### config.mk
export PLATFORM = sky130hd
export DESIGN_NAME = pcs_reset_ctrl
export DESIGN_NICKNAME = d
export VERILOG_FILES = /design/src/rtl/pcs_pkg.sv /design/src/rtl/ctrl_timer.sv /design/src/rtl/pcs_reset_ctrl.sv
export SDC_FILE = /design/constraint.sdc
export NUM_CORES = 1
export LEC_CHECK = 0
export ABC_AREA = 1
export BUFFER_PORTS_ARGS = -buffer_cell sky130_fd_sc_hd__buf_2
export CAP_MARGIN = 0
export CORE_MARGIN = 3
export CORE_UTILIZATION = 35
export DETAILED_ROUTE_END_ITERATION = 8
export PLACE_DENSITY = 0.62
export SETUP_SLACK_MARGIN = 0.1
export SYNTH_ARGS = -nofsm -noshare
export SYNTH_HDL_FRONTEND = slang
export SYNTH_SLANG_ARGS = --single-unit
### constraint.sdc
create_clock -name clk -period 2.1 [get_ports clk]
set_input_delay 0.42 -clock clk [delete_from_list [all_inputs] [get_ports clk]]
set_output_delay 0.42 -clock clk [all_outputs]
set_load 0.01 [all_outputs]
### src/rtl/pcs_pkg.sv
// Shared state encoding, default sequencing constants and small helpers
// for the PCS reset controller.
package pcs_pkg;

  typedef enum logic [2:0] {
    WAIT_XVER = 3'd0,
    TX_HOLD   = 3'd1,
    RX_HOLD   = 3'd2,
    WAIT_LOCK = 3'd3,
    LINKED    = 3'd4,
    RX_RETRY  = 3'd5,
    RX_WAIT   = 3'd6
  } pcs_state_e;

  localparam int HOLD_CYCLES_DEF  = 16;
  localparam int LOCK_TIMEOUT_DEF = 65536;
  localparam int REQ_CYCLES_DEF   = 4;

  localparam logic [7:0] RETRY_MAX = 8'hFF;

  function automatic logic [7:0] sat_inc8(input logic [7:0] v);
    return (v == RETRY_MAX) ? v : v + 8'd1;
  endfunction

  function automatic int max3(input int a, input int b, input int c);
    int m;
    m = (a > b) ? a : b;
    return (m > c) ? m : c;
  endfunction

endpackage

### src/rtl/ctrl_timer.sv
// Loadable down-counter; stops at zero and flags expiry while it sits there.
module ctrl_timer #(
  parameter int WIDTH = 16
) (
  input  logic             clk,
  input  logic             reset,
  input  logic             load,
  input  logic [WIDTH-1:0] load_val,
  output logic             expired
);

  logic [WIDTH-1:0] count_q;

  always_ff @(posedge clk) begin
    if (reset) begin
      count_q <= '0;
    end else if (load) begin
      count_q <= load_val;
    end else if (count_q != '0) begin
      count_q <= count_q - WIDTH'(1);
    end
  end

  assign expired = (count_q == '0);

endmodule

### src/rtl/pcs_reset_ctrl.sv
// PCS reset sequencer: releases tx then rx, waits for block lock, retries rx on lock timeout.
// Build macro PCS_HIBER_RETRY_EN: hi_ber in WAIT_LOCK or LINKED forces an immediate rx retry.
//
// state     | meaning
// WAIT_XVER | transceiver not ready; tx and rx PCS resets held
// TX_HOLD   | both transceiver paths ready; holding tx reset HOLD_CYCLES
// RX_HOLD   | tx released; holding rx reset HOLD_CYCLES
// WAIT_LOCK | rx released; waiting up to LOCK_TIMEOUT for block lock
// LINKED    | block lock held; link_up asserted
// RX_RETRY  | pulsing xver_rx_reset_req for REQ_CYCLES, rx reset held
// RX_WAIT   | waiting for transceiver rx reset to complete
module pcs_reset_ctrl
  import pcs_pkg::*;
#(
  parameter int HOLD_CYCLES  = HOLD_CYCLES_DEF,
  parameter int LOCK_TIMEOUT = LOCK_TIMEOUT_DEF,
  parameter int REQ_CYCLES   = REQ_CYCLES_DEF
) (
  input  logic       clk,
  input  logic       reset,
  input  logic       xver_tx_reset_done,
  input  logic       xver_rx_reset_done,
  input  logic       block_lock,
  input  logic       hi_ber,
  output logic       tx_reset,
  output logic       rx_reset,
  output logic       xver_rx_reset_req,
  output logic       link_up,
  output logic [7:0] retry_count,
  output logic [2:0] state
);

  localparam int MAX_LOAD = max3(HOLD_CYCLES, LOCK_TIMEOUT, REQ_CYCLES);
  localparam int TW       = (MAX_LOAD > 1) ? $clog2(MAX_LOAD) : 1;

  // Loading N-1 makes the exit edge land exactly N edges after entry.
  localparam logic [TW-1:0] HOLD_LOAD = TW'(HOLD_CYCLES - 1);
  localparam logic [TW-1:0] LOCK_LOAD = TW'(LOCK_TIMEOUT - 1);
  localparam logic [TW-1:0] REQ_LOAD  = TW'(REQ_CYCLES - 1);

  pcs_state_e    state_q, state_d;
  logic          tx_q, tx_d;
  logic          rx_q, rx_d;
  logic          req_q, req_d;
  logic          link_q, link_d;
  logic [7:0]    retry_q, retry_d;
  logic          go_retry;
  logic          tmr_load;
  logic [TW-1:0] tmr_val;
  logic          tmr_expired;

`ifndef PCS_HIBER_RETRY_EN
  logic hi_ber_unused;
  assign hi_ber_unused = hi_ber;
`endif

  ctrl_timer #(.WIDTH(TW)) u_timer (
    .clk     (clk),
    .reset   (reset),
    .load    (tmr_load),
    .load_val(tmr_val),
    .expired (tmr_expired)
  );

  always_ff @(posedge clk) begin
    if (reset) begin
      state_q <= WAIT_XVER;
      tx_q    <= 1'b1;
      rx_q    <= 1'b1;
      req_q   <= 1'b0;
      link_q  <= 1'b0;
      retry_q <= '0;
    end else begin
      state_q <= state_d;
      tx_q    <= tx_d;
      rx_q    <= rx_d;
      req_q   <= req_d;
      link_q  <= link_d;
      retry_q <= retry_d;
    end
  end

  always_comb begin
    state_d  = state_q;
    tx_d     = tx_q;
    rx_d     = rx_q;
    req_d    = 1'b0;
    link_d   = link_q;
    retry_d  = retry_q;
    go_retry = 1'b0;
    tmr_load = 1'b0;
    tmr_val  = '0;

    // Loss of the tx path outranks everything, including same-edge lock changes.
    if (state_q != WAIT_XVER && !xver_tx_reset_done) begin
      state_d = WAIT_XVER;
      tx_d    = 1'b1;
      rx_d    = 1'b1;
      link_d  = 1'b0;
    end else if ((state_q == RX_HOLD || state_q == WAIT_LOCK || state_q == LINKED) &&
                 !xver_rx_reset_done) begin
      state_d = RX_WAIT;
      rx_d    = 1'b1;
      link_d  = 1'b0;
`ifdef PCS_HIBER_RETRY_EN
    end else if ((state_q == WAIT_LOCK || state_q == LINKED) && hi_ber) begin
      go_retry = 1'b1;
`endif
    end else begin
      case (state_q)
        WAIT_XVER: begin
          tx_d   = 1'b1;
          rx_d   = 1'b1;
          link_d = 1'b0;
          if (xver_tx_reset_done && xver_rx_reset_done) begin
            state_d  = TX_HOLD;
            tmr_load = 1'b1;
            tmr_val  = HOLD_LOAD;
          end
        end
        TX_HOLD: begin
          if (tmr_expired) begin
            state_d  = RX_HOLD;
            tx_d     = 1'b0;
            tmr_load = 1'b1;
            tmr_val  = HOLD_LOAD;
          end
        end
        RX_HOLD: begin
          if (tmr_expired) begin
            state_d  = WAIT_LOCK;
            rx_d     = 1'b0;
            tmr_load = 1'b1;
            tmr_val  = LOCK_LOAD;
          end
        end
        WAIT_LOCK: begin
          if (block_lock) begin
            state_d = LINKED;
            link_d  = 1'b1;
          end else if (tmr_expired) begin
            go_retry = 1'b1;
          end
        end
        LINKED: begin
          if (!block_lock) begin
            state_d  = WAIT_LOCK;
            link_d   = 1'b0;
            tmr_load = 1'b1;
            tmr_val  = LOCK_LOAD;
          end
        end
        RX_RETRY: begin
          if (tmr_expired) begin
            state_d = RX_WAIT;
          end else begin
            req_d = 1'b1;
          end
        end
        RX_WAIT: begin
          if (xver_rx_reset_done) begin
            state_d  = RX_HOLD;
            tmr_load = 1'b1;
            tmr_val  = HOLD_LOAD;
          end
        end
        default: begin
          state_d = WAIT_XVER;
          tx_d    = 1'b1;
          rx_d    = 1'b1;
          link_d  = 1'b0;
        end
      endcase
    end

    if (go_retry) begin
      state_d  = RX_RETRY;
      rx_d     = 1'b1;
      link_d   = 1'b0;
      req_d    = 1'b1;
      retry_d  = sat_inc8(retry_q);
      tmr_load = 1'b1;
      tmr_val  = REQ_LOAD;
    end
  end

  assign tx_reset          = tx_q;
  assign rx_reset          = rx_q;
  assign xver_rx_reset_req = req_q;
  assign link_up           = link_q;
  assign retry_count       = retry_q;
  assign state             = state_q;

endmodule

Word-level counts from Yosys, hierarchy flattened --
Cells that the tools add are included.
Word-level totals: bits in registers 31, latch bits 0, bits in writable memories 0, ROM bits 0, output and inout bits 15, word-level logic and storage cells 110, memories kept 0
Operators by class: $add $sub $neg 2, multipliers 0, divide/modulo/power cells 0, order comparisons 0, eq/ne operators 25, shift operators 0, multiplexer cells 45, bitwise gates (word level) 5, reduce and logical (&&, ||, !) cells 25
Operators by type and width (count):
- $mux 16 | 7
- $pmux 16 s5 | 1
- $mux 3 | 10
- $pmux 3 s7 | 1
- $ne 5x5->1 const B | 4
- $mux 1 | 19
- $logic_not 16->1 | 1
- $reduce_bool 16->1 | 1
- $sub 16x1->16 const B | 1
- $ne 5x4->1 const B | 3
- $reduce_and 7->1 | 2
- $mux 4 | 3
- $ne 3x3->1 const B | 4
- $reduce_or 5->1 | 2
- $eq 3x3->1 const B | 3
- $ne 3x2->1 const B | 3
- $add 8x1->8 const B | 1
- $eq 8x8->1 const B | 1
- $ne 2x2->1 const B | 4
- $reduce_or 4->1 | 2
- $eq 3x2->1 const B | 2
- $reduce_and 3->1 | 2
- $not 1->1 | 5
- $pmux 1 s2 | 2
- 12 further kinds | 18

Logic depth before layout (Yosys ltp) --
depth after elaboration 8, gate-level depth with buffers 13, mapped depth without buffers 12

Hierarchy --
From an unflattened synthesis, not the netlist that was laid out.
Unflattened totals: cell total of the unflattened synthesis 339, area total of the unflattened synthesis 2142.1 µm²
By module, submodules not included:
- ctrl_timer | instances 1, cells each 179, area an instance 1114.8 µm², sequential area each 320.3 µm²
- pcs_reset_ctrl | instances 1, cells each 160, area an instance 1027.2 µm², sequential area each 300.3 µm²

Least setup slack after synthesis --
No wires, ideal clock.
path kind register to register, start point reg u_timer.count_q[0], end point reg retry_q[0] (netlist: retry_count[0]), data arrival time 1492 ps, required time 1968 ps, slack 476 ps, cell stages (with the launch flop) 10, path buffers 0, cells stage by stage dfxtp_1 > inv_1 > ha_1 > nand2_1 > nor2_1 > nand4_1 > nor2_4 > nand3_1 > nand2_1 > a21oi_1
On the way: longest elaborated chain between the ends 7
Ends and longest elaborated chain:
- start: declaration | line ctrl_timer.sv:12 | logic [WIDTH-1:0] count_q;
- start signal: assignment | line ctrl_timer.sv:18 | count_q <= load_val;
- start signal: assignment | line ctrl_timer.sv:20 | count_q <= count_q - WIDTH'(1);
- $logic_not 16->1 | line ctrl_timer.sv:24 | assign expired = (count_q == '0);
- $mux 1 | line pcs_reset_ctrl.sv:141 | end else if (tmr_expired) begin
- $mux 1 | line pcs_reset_ctrl.sv:138 | if (block_lock) begin
- $mux 1 | line pcs_reset_ctrl.sv:110 | case (state_q)
- $mux 1 | line pcs_reset_ctrl.sv:100 | end else if ((state_q == RX_HOLD || state_q == WAIT_LOCK || state_q == LINKED) &&
- $mux 1 | line pcs_reset_ctrl.sv:95 | if (state_q != WAIT_XVER && !xver_tx_reset_done) begin
- $reduce_and 2->1 (no source line)
- end signal: assignment | line pcs_reset_ctrl.sv:79 | retry_q <= retry_d;
- end: declaration | line pcs_reset_ctrl.sv:46 | logic [7:0] retry_q, retry_d;
Every way passes these cells. A chain may end at the register's enable or synchronous reset.

Worst setup path after layout --
start point reg state_q[1] (netlist: state[1]), end point reg u_timer.count_q[14]
On the way: longest elaborated chain between the ends 8, elaborated cells on any way between the ends 25
Ends and longest elaborated chain:
- start: declaration | line pcs_reset_ctrl.sv:41 | pcs_state_e state_q, state_d;
- start signal: assignment | line pcs_reset_ctrl.sv:74 | state_q <= state_d;
- branches (longest 8 deep; another with $mux 16)
Parallel ways; which one is timed is not known.

==> results.md <==
- Number of clock sinks: 31
- Leading cell types in the layout, fill and taps excluded: nand2_1 (93), nor2_1 (56), nand3_1 (32), inv_1 (29), dfxtp_1 (29)
- X dimension of the die: 86.04 um
- Worst vdd ir: 0.4590 mV
- Area share of and/or/nand/nor cells after synthesis: 49.00%
- Synthesis Warnings: 0
- Status: completed
- Number of buffers added for setup after CTS: 0
- Portion of netlist area occupied by mux cells: 0%
- Relative slew slack: between 70% and 80%
- TritonCTS clock tree: built
- Most frequent standard cell in the layout excluding fill and tap cells: nand2_1
- Number of failing hold endpoints at the final stage: 0
- Number of instances in the placed design: approximately 430
- Total gr overflow: 0
- Core ar.: 0.006061 sq mm
- Unrepaired setup endpoints after global routing: true
- Dominant combinational cell family by area after synthesis: simple AND/OR/NAND/NOR gates
- Number of standard cells after synthesis: 342
- I/O Buffers: 19
- Post-CTS Hold Fix Bufs: 0
- R2r endpoint: u_timer.count_q[14]
- Number of global-route vias before repair: roughly 2000
- Data arrival time at the worst-slack endpoint: 1950 ps
- Crit Path Max Fanout: 14
- Worst Clk Skew: 7.389 ps
- Reg2reg path depth: 11
- Post-route design area: about 0.0025 sq mm
- Layout cell share with drive strength beyond 1: about a fifth
- Achievable clock frequency: between 500 and 600 MHz
- Row count: 28
- Share of the synthesized area in compound gates (AO/OA/AOI/OAI): about 5.7%
- Classification of the worst-slack hold path: input pin to flip-flop
- Total nets after synthesis: ~350
- Clk Tree Root Cell: clkbuf_8
- CP Data Required Time: about 2300 ps
- Post-CTS sizing: 0
- Final net count: between 300 and 400
- Final clock period utilization by the worst path: about 85%
- Buffers from clock root to sink, at most: 2
- Drc violations: 0
- First-pass GRT wire length: between 9 and 10 mm
- Total clock buffers created by CTS: 5
- Time the final worst path needs with I/O delays and setup: about 1800 ps
- Nature of the critical path endpoint: flip-flop
- Drt via density: roughly 4.8
- GR Layer Usage met3: around 2.9%
- Detailed router's first-iteration violation count: 110
- Starting density of the core: 36.99%
- Type of the worst setup path: flip-flop to flip-flop
- Xor and xnor fraction of the mapped netlist area: 6.250%
- Number of H-tree branching levels: 2
- Detailed-placement wirelength estimate: 3.867 mm
- Die Footprint: between 0.007 and 0.008 sq mm
- End point of the critical path: u_timer.count_q[14]
- Fraction of met2 tracks used by global routing: about a quarter
- Setup tns final: 0 ps
- Area of the mapped netlist: roughly 0.0022 sq mm
- Max-slew violation total from the final report: 0
- Antenna violations before repair: 0
- Total of max-cap violations: 0
- Count of endpoints failing setup in the final report: 0
- DR WL/cell: roughly 12 um
- Setup slack, reg-to-reg: between 300 and 400 ps
- Layout Cells excl Fill: 442
- Launch point of the worst reg-to-reg path: state[1]
- Min setup slack post-route: 318.2 ps
- Final Routed Wirelength: 5.201 mm
- Distinct cell type count of the synthesized netlist: 34
- Average footprint of a synthesized cell: 6.556 sq um
- Reg clk slew, reported paths: approximately 70 ps
- Leakage Power: about 1.3 nW
- Global-route layer with the greatest usage: met2
- Worst-case setup slack after placement: roughly 230 ps
- First-pass iteration count of the detailed router: 4
- Vertical die dimension: 86.04 um
- Adder and majority gate portion of the synthesized area: ~1.7%
- FF+latch count, synth: 31
- Crit start category: flip-flop
- Critical Path Start: state[1]
- Power per cell area: 1293 mW/mm^2
- Fraction of met1 tracks used by global routing: between 20% and 30%
- Final weighted congestion in routability-driven placement: slightly above 0.9
- Transition at the pin with the smallest max-transition slack: 405.6 ps
- ANT nets after route: 0
- Vias: 2135
- I/O pins: 21
- Worst-Skew Late Latency: between 200 and 300 ps
- Synth-to-layout area growth: 12.11%
- All-layer global routing usage: between 10 and 15%
- Power consumption: 0.003249 W
- Fill cell count: roughly 650
- Sequential cell area fraction in the yosys report: 27.68%
- Antenna diodes: 0
- Largest net degree at the start of global routing: 21
- Area post-placement: 0.002396 sq mm
power breakdown:
group	internal, W	leakage, nW	switching, W	total (W)
Sequential	0.000708	0.254	0.000114	0.000822
Clock	0.000299	0.0515	0.000225	0.000525
Combinational	0.000727	0.947	0.00118	0.00190
Total	0.00173	1.25	0.00151	0.00325
Yosys cell counts (all sizes together):
library cell	number	share of area [%]
dfxtp	31	28
nand4	15	4.9
nor2	64	13
or2	1	0.28
nor3	2	0.95
o21ai	7	1.9
clkinv	2	0.56
nand3	36	9.0
clkbuf	2	0.33
o211ai	1	0.33
xnor2	9	3.5
and3	1	0.28
xor2	7	2.7
a21oi	15	3.5
buf	7	3.6
inv	31	5.2
ha	3	1.7
nor4	1	0.28
and2	1	0.28
nand2	106	20
worst min path at each step:
stage | start | end | slack [ps] | cells after the start
finish | block_lock | link_up | 450 | 3
global route | block_lock | link_up | 460 | 3
CTS | block_lock | link_up | 430 | 3
detailed placement | link_up | link_up | 450 | 2
global placement | rx_reset | rx_reset | 450 | 2
floorplan | link_up | link_up | 480 | 2
area by class of cell:
| class | count | area (sq um) | area share [%] |
|---|---|---|---|
| timing repair buffer | 26 | 147.6 | 5.874 |
| sequential | 31 | 623.1 | 24.79 |
| multi-input combinational | 269 | 1420 | 56.50 |
| clock buffer | 8 | 100.1 | 3.982 |
| inverter | 33 | 128.9 | 5.127 |
| tap | 75 | 93.84 | 3.733 |
metal layers:
metal | vias to the layer above | share of wire, %
met3 | 5 | 3.7
met4 | 0 | 0.75
met5 | - | 0
met2 | 32 | 44
li1 | 1142 | -
met1 | 956 | 51
cell families after synthesis:
kind of cell / Yosys count
flops: 31
buf+inv: 42
compound gates: 23
xor+xnor: 16
simple gates: 227
fa+ha+maj: 3
metrics by stage:
step                      hold slack (ps)  util (%)
after floorplan                     481.6         -
after global placement              454.4     39.53
after detailed placement            454.5     39.53
after CTS                           433.3     41.19
after global routing                460.3     41.47
final                               446.4     41.47
sequential cells by signal (all words and copies together), names as in the netlist:
register and flops:
u_timer.count_q 16, retry_count 8, state 3, link_up 1, rx_reset 1, tx_reset 1, xver_rx_reset_req 1
worst max-delay path: stages (launching register included):
cell     delay, ps
dfxtp_2        390
nor2_4         190
nand2_2        110
nand2_4        130
nand2_2        130
nor2_4         160
nand2_4        150
buf_4          180
nand3_1         70
nand2_1         50
nand2_1         50
nor2_1          40
No activity file was read; power rests on OpenSTA's default activity.
